## src/rtl/seq_shift_pkg.sv

```systemverilog
// Shared types and configuration checks for the sequential shifter.
// Rotate support is selected by the SEQ_SHIFT_ROTATE_EN macro in seq_shift_unit.
package seq_shift_pkg;

  typedef enum logic [1:0] {
    OP_SLL  = 2'b00,
    OP_SRL  = 2'b01,
    OP_SRA  = 2'b10,
    OP_ROTR = 2'b11
  } shift_op_e;

  typedef enum logic [1:0] {
    IDLE  = 2'b00,
    SHIFT = 2'b01,
    DONE  = 2'b10
  } state_e;

  // Bit s is set when s is an allowed per-cycle step (1, 2, 4, 8).
  localparam logic [8:0] STEP_LEGAL = 9'b1_0001_0110;

  function automatic bit step_is_legal(input int step);
    logic [3:0] w_idx;
    w_idx = step[3:0];
    return (step >= 1 && step <= 8) ? STEP_LEGAL[w_idx] : 1'b0;
  endfunction

endpackage

```

## src/rtl/seq_shift_unit_shift_step.sv

```systemverilog
// Combinational single-step shifter: shifts i_acc by i_k (0..STEP) using op and fill bit.
module shift_step
  import seq_shift_pkg::*;
#(
  parameter int WIDTH   = 32,
  parameter int SHAMT_W = $clog2(WIDTH)
) (
  input  logic [WIDTH-1:0]   i_acc,
  input  logic [SHAMT_W-1:0] i_k,
  input  shift_op_e          i_op,
  input  logic               i_fill,
  output logic [WIDTH-1:0]   o_shifted
);

  logic [2*WIDTH-1:0] w_ext;

  // NOTE: every always_comb output gets a default first so no path can infer a latch.
  always_comb begin
    w_ext     = '0;
    o_shifted = i_acc;
    case (i_op)
      OP_SLL: o_shifted = i_acc << i_k;
      OP_SRL: o_shifted = i_acc >> i_k;
      OP_SRA: begin
        // Sign fill comes from the captured MSB, not the current accumulator top bit.
        w_ext     = {{WIDTH{i_fill}}, i_acc} >> i_k;
        o_shifted = w_ext[WIDTH-1:0];
      end
      OP_ROTR: begin
        w_ext     = {i_acc, i_acc} >> i_k;
        o_shifted = w_ext[WIDTH-1:0];
      end
      default: o_shifted = i_acc;
    endcase
  end

endmodule

```

## src/rtl/seq_shift_unit.sv

```systemverilog
// Multi-cycle SLL/SRL/SRA shifter, up to STEP bits per clock, start/done handshake.
// Define SEQ_SHIFT_ROTATE_EN to make op=11 a rotate-right; otherwise it is flagged illegal.
module seq_shift_unit
  import seq_shift_pkg::*;
#(
  parameter  int WIDTH   = 32,
  parameter  int STEP    = 1,
  localparam int SHAMT_W = $clog2(WIDTH)
) (
  input  logic               clock,
  input  logic               reset,
  input  logic               start,
  input  logic [1:0]         op,
  input  logic [WIDTH-1:0]   operand,
  input  logic [SHAMT_W-1:0] shamt,
  output logic               busy,
  output logic               done,
  output logic [WIDTH-1:0]   result,
  output logic               op_err
);

  if (!step_is_legal(STEP) || STEP > WIDTH / 2 || WIDTH < 8 ||
      (WIDTH & (WIDTH - 1)) != 0) begin : g_bad_cfg
    $error("seq_shift_unit: illegal WIDTH/STEP combination");
  end

  localparam logic [SHAMT_W-1:0] STEP_K = SHAMT_W'(STEP);

  state_e             r_state;
  logic [WIDTH-1:0]   r_acc;
  logic [SHAMT_W-1:0] r_rem;
  shift_op_e          r_op;
  logic               r_fill;
  logic               r_busy;
  logic               r_done;
  logic               r_op_err;

  shift_op_e          w_op_in;
  logic               w_illegal;
  logic [SHAMT_W-1:0] w_k;
  logic [SHAMT_W-1:0] w_rem_next;
  logic [WIDTH-1:0]   w_shifted;

  assign w_op_in = shift_op_e'(op);

`ifdef SEQ_SHIFT_ROTATE_EN
  assign w_illegal = 1'b0;
`else
  assign w_illegal = (w_op_in == OP_ROTR);
`endif

  assign w_k        = (r_rem > STEP_K) ? STEP_K : r_rem;
  assign w_rem_next = r_rem - w_k;

  shift_step #(
    .WIDTH   (WIDTH),
    .SHAMT_W (SHAMT_W)
  ) u_shift_step (
    .i_acc     (r_acc),
    .i_k       (w_k),
    .i_op      (r_op),
    .i_fill    (r_fill),
    .o_shifted (w_shifted)
  );

  // NOTE: all state uses non-blocking assignments and every register, including the
  // accumulator, is cleared by the asynchronous reset so an aborted shift leaves no residue.
  always_ff @(posedge clock or posedge reset) begin
    if (reset) begin
      r_state  <= IDLE;
      r_acc    <= '0;
      r_rem    <= '0;
      r_op     <= OP_SLL;
      r_fill   <= 1'b0;
      r_busy   <= 1'b0;
      r_done   <= 1'b0;
      r_op_err <= 1'b0;
    end else begin
      case (r_state)
        SHIFT: begin
          r_acc <= w_shifted;
          r_rem <= w_rem_next;
          if (w_rem_next == '0) begin
            r_state <= DONE;
            r_busy  <= 1'b0;
            r_done  <= 1'b1;
          end
        end
        default: begin
          if (start) begin
            r_acc    <= operand;
            r_op     <= w_op_in;
            r_fill   <= operand[WIDTH-1];
            r_op_err <= w_illegal;
            // Illegal ops reuse the zero-shift path so result equals the operand.
            if (w_illegal || shamt == '0) begin
              r_rem   <= '0;
              r_state <= DONE;
              r_busy  <= 1'b0;
              r_done  <= 1'b1;
            end else begin
              r_rem   <= shamt;
              r_state <= SHIFT;
              r_busy  <= 1'b1;
              r_done  <= 1'b0;
            end
          end else begin
            r_state <= IDLE;
            r_busy  <= 1'b0;
            r_done  <= 1'b0;
          end
        end
      endcase
    end
  end

  assign busy   = r_busy;
  assign done   = r_done;
  assign result = r_acc;
  assign op_err = r_op_err;

endmodule

```

## config.mk

```make
export PLATFORM = sky130hd
export DESIGN_NAME = seq_shift_unit
export DESIGN_NICKNAME = d
export VERILOG_FILES = /design/src/rtl/seq_shift_pkg.sv /design/src/rtl/seq_shift_unit_shift_step.sv /design/src/rtl/seq_shift_unit.sv
export SDC_FILE = /design/constraint.sdc
export NUM_CORES = 1
export LEC_CHECK = 0
export CORE_MARGIN = 5
export CORE_UTILIZATION = 45
export DETAILED_ROUTE_END_ITERATION = 10
export PLACE_DENSITY_LB_ADDON = 0.15
export SYNTH_ARGS = -nofsm -noshare
export SYNTH_HDL_FRONTEND = slang
export SYNTH_SLANG_ARGS = --single-unit
```

## constraint.sdc

```tcl
create_clock -name clock -period 2.6 [get_ports clock]
set_input_delay 0.26 -clock clock [delete_from_list [all_inputs] [get_ports clock]]
set_output_delay 0.26 -clock clock [all_outputs]
set_load 0.02 [all_outputs]
```

# Word-level counts from Yosys, hierarchy flattened
# Cells that the tools add are included.
word_totals:
  register_bits: 45
  in_bits: 42
  out_inout_bits: 35
  wordCells: 46
op_classes:
  addsub: 1
  order_cmp: 1
  eq_ne: 6
  shift: 4
  mux: 19
  bitwise_logic: 1
  n_reduce_logical: 6
ops:
  columns: ["operator", "n"]
  rows:
  - ["one-hot mux 32 bit (4 select lines)", 1]
  - ["right shift 64 x 5 -> 32 bit", 2]
  - ["2-to-1 mux 32 bit", 2]
  - ["<< shifter 32 x 5 -> 32 bit", 1]
  - ["right shift 32 x 5 -> 32 bit", 1]
  - ["2-to-1 mux 5 bit", 4]
  - ["logical NOT 5 bit", 2]
  - ["2-to-1 mux 1 bit", 8]
  - ["2-to-1 mux 2 bit", 4]
  - ["equality test 2 bit, second input constant", 3]
  - ["> comparator 5 x 1 -> 1 bit, second input constant", 1]
  - ["subtractor 5 bit", 1]
  - ["equality test 2 x 1 -> 1 bit, second input constant", 2]
  - ["logical NOT 2 bit", 1]
  - ["!= test 2 bit, second input constant", 1]
  - ["AND reduction 2 bit", 1]
  - ["nonzero test 2 bit", 1]
  - ["logical OR 1 bit", 1]
  - ["NOT 1 bit", 1]

# Depth between registers and ports, before layout
logic_depth:
  depth_word: 6
  depth_mapped: 7
  ltp_nobuf: 7

# Cells and area by module
# A second synthesis with hierarchy kept.
hier_totals:
  hier_cells: 866
  area_unflattened_um2: 7582.3
by_module_without_submodules:
  columns: ["mod", "instances", "cells_each", "area_each_um2", "seq_area_each_um2"]
  rows:
  - ["shift_step", 1, 652, 5494.0, 0.0]
  - ["seq_shift_unit", 1, 214, 2088.3, 1076.0]

# Worst setup path before layout
# OpenSTA, ideal clock, no wires.
synth_path:
  kind: "reg2reg"
  from: "register r_rem[1]"
  to: "register r_busy (netlist: busy)"
  setup_ns: 0.141
  arrival_time_ns: 1.869
  required_ns: 2.459
  setup_slack_ns: 0.590
  path_stages_with_launch: 8
  n_path_buf: 0
  synth_period_minus_slack_ns: 2.010
  cell_sequence: "dfrtp_1 -> or4_4 -> or2b_1 -> ha_1 -> nor3b_1 -> o21ai_0 -> a2111oi_2 -> o22ai_1"
synth_via:
  elab_chain_len: 5
synth_lines:
  columns: ["element", "line", "source"]
  rows:
  - ["start, declared", "seq_shift_unit.sv:31", "logic [SHAMT_W-1:0] r_rem;"]
  - ["start signal, assigned", "seq_shift_unit.sv:82", "r_rem <= w_rem_next;"]
  - ["start signal, assigned", "seq_shift_unit.sv:102", "r_rem <= shamt;"]
  - ["> comparator 5 x 1 -> 1 bit", "seq_shift_unit.sv:52", "assign w_k = (r_rem > STEP_K) ? STEP_K : r_rem;"]
  - ["2-to-1 mux 5 bit", "seq_shift_unit.sv:52", null]
  - ["subtractor 5 bit (*)", "seq_shift_unit.sv:53", "assign w_rem_next = r_rem - w_k;"]
  - ["logical NOT 5 bit (*)", "seq_shift_unit.sv:83", "if (w_rem_next == '0) begin"]
  - ["!= test 2 bit (no source line) (*)", null, null]
  - ["end signal, assigned", "seq_shift_unit.sv:85", "r_busy <= 1'b0;"]
  - ["end signal, assigned", "seq_shift_unit.sv:99", "r_busy <= 1'b0;"]
  - ["end signal, assigned", "seq_shift_unit.sv:104", "r_busy <= 1'b1;"]
  - ["end, declared", "seq_shift_unit.sv:34", "logic r_busy;"]
# Mark *: on every way between the ends. The rest lies on a longest branch, timed or not.
# A chain may end at the register's enable or synchronous reset.

# Worst setup path in the final report
# Ends and elaborated chain as after synthesis.

==> results.tsv <==
stage	metric	value	unit
power_and_ir_drop	total_power	4.504	mW
floorplan	core	0.005075	mm²
setup_path	crit_path_end_kind	flip-flop	
timing	finalCriticalPeriod	2248	ps
synthesis	synth.area.mux_share	0.01769	
floorplan	io-pin-count	77	
routing	drc	0	
power_and_ir_drop	netSwitchingPower	2.006	mW
global_routing	first_global_vias	2122	
clock_network	hold_buffers	0	
setup_path	critPathArrivalTime	2410	ps
floorplan	die_w	82.01	µm
flow_run	max_cap_violations	0	
cells_and_area	multi_input_area	0.001155	mm²
synthesis	synthArstFlopShare	1.000	
cells_and_area	fillers	476	
synthesis	synth_top_family_by_area	compound AO/OA/AOI/OAI gates	
clock_network	htree_levels	2	
status	outcome	finished clean	
placement	dp.cells	383	
timing	tightest_slew	887.8	ps
clock_network	cts_setup_buffers	0	
global_routing	grt-ovfl-total	0	
synthesis	ys_warn_count	0	
routing	wl_per_cell	15.88	µm
placement	preCtsSetupSlack	393.5	ps
setup_path	regToRegEndpoint	busy	
placement	dp.final_hpwl	4386	µm
clock_network	cts_tree	yes	
synthesis	synth_cells	248	
synthesis	syn_area	0.002333	mm²
power_and_ir_drop	p_comb_frac	0.600	
cells_and_area	area_delta_synth_final	38.18	%
routing	dr.pass1.iters	4	
setup_path	startpoint_type	flip-flop	
power_and_ir_drop	clockPowerShare	0.087	
synthesis	avgSynthCellArea	9.409	µm²
placement	place_area	0.003152	mm²
synthesis	synth-compound-area-share	0.2520	
timing	tns	0	ps
global_routing	grt_max_degree	44	
cells_and_area	utilization	0.6354	
floorplan	die_area	0.006726	mm²
power_and_ir_drop	p_sw_frac	0.4455	
synthesis	yosys.area_share.adder	0.005362	
power_and_ir_drop	power.leakage	1.235	nW
timing	skew	3.952	ps
clock_network	clkLatencyLatePin	290	ps
setup_path	crit_required	2760	ps
timing	maxSlewHeadroom	0.4073	
hold_path	worstHoldPathType	in -> async	
clock_network	cts_buffers	5	
global_routing	antenna_found_initial	0	
clock_network	cts_root_buf	clkbuf_8	
power_and_ir_drop	seqPwrFrac	0.313	
synthesis	synth-seq-cells	43	
power_and_ir_drop	p_int	2.498	mW
routing	finalWirelength	6179	µm
cells_and_area	stdcell_area	0.003224	mm²
synthesis	synth_xor_area_frac	0	
floorplan	die_h	82.01	µm
floorplan	rows	26	
cells_and_area	regArea	0.001076	mm²
global_routing	grt_usage	0.1946	
placement	io_buffers	76	
power_and_ir_drop	p_per_area	1397	mW/mm²
timing	hold_viol	0	
clock_network	cts_sinks	43	
timing	finalCritPeriodShare	0.8645	
routing	vias	2168	
synthesis	synth_seq_area_share	0.4611	
routing	drt_iter0_drc	109	
clock_network	clockBufferDepth	2	
synthesis	synthesis.nets	291	
timing	worst_slack	352.2	ps
cells_and_area	fin_cells	389	
clock_network	cts_resized	0	
setup_path	crit_fanout	8	
cells_and_area	antenna_cells	0	
placement	finalWeightedCongestion	0.8537	
routing	detail_route.vias_per_cell	5.573	
setup_path	reg2regPathDepth	7	
synthesis	ys_types	37	
routing	drtAntennaViolNets	0	
timing	finalMaxSlewViolations	0	
timing	rsz0062_at_grt	false	
timing	timing.hold.ws	465.2	ps
timing	fmax	0.4449	GHz
timing	setup_viol	0	
synthesis	synth-main-ff-cell	dfrtp_1	
setup_path	reg2reg_from	r_rem[1]	
floorplan	start_util	0.4598	
synthesis	synth_simple_gate_area_frac	0.2161	
global_routing	grt_pass1_wl	10210	µm
cells_and_area	drive_above_1_share	0.08150	
cells_and_area	layout.nets	363	
setup_path	critPathKind	reg -> reg	
clock_network	clkTransAtPathRegs	70	ps
power_and_ir_drop	ir_drop	701.0	µV
setup_path	reg2reg_slack	350	ps
synthesis	synth-edff-count	0	
## area by class of cell
cell class                      instances  share of cell area
Multi-Input combinational cell        185              0.3582
Sequential cell                        43              0.3337
Timing Repair Buffer                   83              0.2561
Tap cell                               70             0.02716
Clock buffer                            6             0.02251
Inverter                                2            0.002328
## synth_stat cells (2+ instances only)
library cell | number | area [µm²]
mux2i_1 | 3 | 30.03
buf_4 | 2 | 15.01
dfrtp_1 | 43 | 1076
a311oi_1 | 2 | 17.52
buf_2 | 2 | 10.01
o21ai_0 | 5 | 25.02
a211oi_1 | 26 | 195.2
nor2_1 | 35 | 131.4
inv_1 | 2 | 7.510
nor2b_1 | 3 | 18.77
a21oi_1 | 6 | 30.03
and2_1 | 29 | 181.4
clkbuf_1 | 9 | 33.78
nand2b_1 | 3 | 18.77
o22ai_1 | 30 | 187.7
nand2_1 | 17 | 63.81
a211oi_2 | 5 | 62.56
nor3b_1 | 3 | 22.52
buf_6 | 3 | 33.78
nor4_1 | 2 | 12.51
o211ai_1 | 2 | 15.01
## layout by cell type, fill, tap and decap left out, types with 2 or more instances in the layout
master and instances:
a211oi_1 26, a211oi_2 5, a21oi_1 6, a311oi_1 2, and2_1 29, buf_4 6, clkbuf_8 5, clkdlybuf4s50_1 76
dfrtp_1 43, mux2i_1 3, nand2_1 17, nand2b_1 3, nor2_1 34, nor2b_1 3, nor3b_1 3, nor4_1 2
o211ai_1 2, o21ai_0 5, o22ai_1 30
## per-layer routing
metal	share of wire	wire length, µm	up-vias	GRT usage
li1	-	-	1051	-
met1	0.47	2918	1036	0.2806
met2	0.46	2816	77	0.2916
met3	0.064	394	4	0.04715
met4	0.0081	50	0	0.05150
met5	0	0	-	0
## flip-flops by register name, indices dropped and copies added (netlist names)
| name | flops |
|---|---|
| r_fill | 1 |
| op_err | 1 |
| r_state | 1 |
| busy | 1 |
| r_rem | 5 |
| r_op | 2 |
| result | 32 |
## worst max-delay path: stages, from the launching register on
cell,delay [ps]
dfrtp_1,470
or4_4,190
or2b_1,240
ha_1,230
nor3b_1,270
o21ai_0,150
a2111oi_2,420
o22ai_1,140
## power groups by stage
stage	sequential, mW	combinational (mW)	clock (mW)
final	1.41	2.70	0.392
after global routing	1.48	2.94	0.434
after CTS	1.41	2.73	0.401
after detailed placement	1.42	2.72	0
after global placement	1.41	2.68	0
after floorplan	1.66	1.49	0
## worst max path at each step
| stage | from | end | slack [ps] |
|---|---|---|---|
| final | r_rem[1] | busy | 350 |
| after global routing | r_rem[1] | busy | 210 |
| after CTS | r_rem[1] | busy | 360 |
| after detailed placement | r_rem[1] | busy | 390 |
| after global placement | r_rem[1] | busy | 470 |
| after floorplan | r_rem[1] | busy | 590 |
## logic make-up (layout without fill, tap and decap cells)
group           after synthesis  after routing
compound gates               81             81
fa+ha+maj                     1              1
buf+inv                      20             91
flops                        43             43
mux                           4              4
simple gates                 99             99
Power figures use the tool's default switching activity.
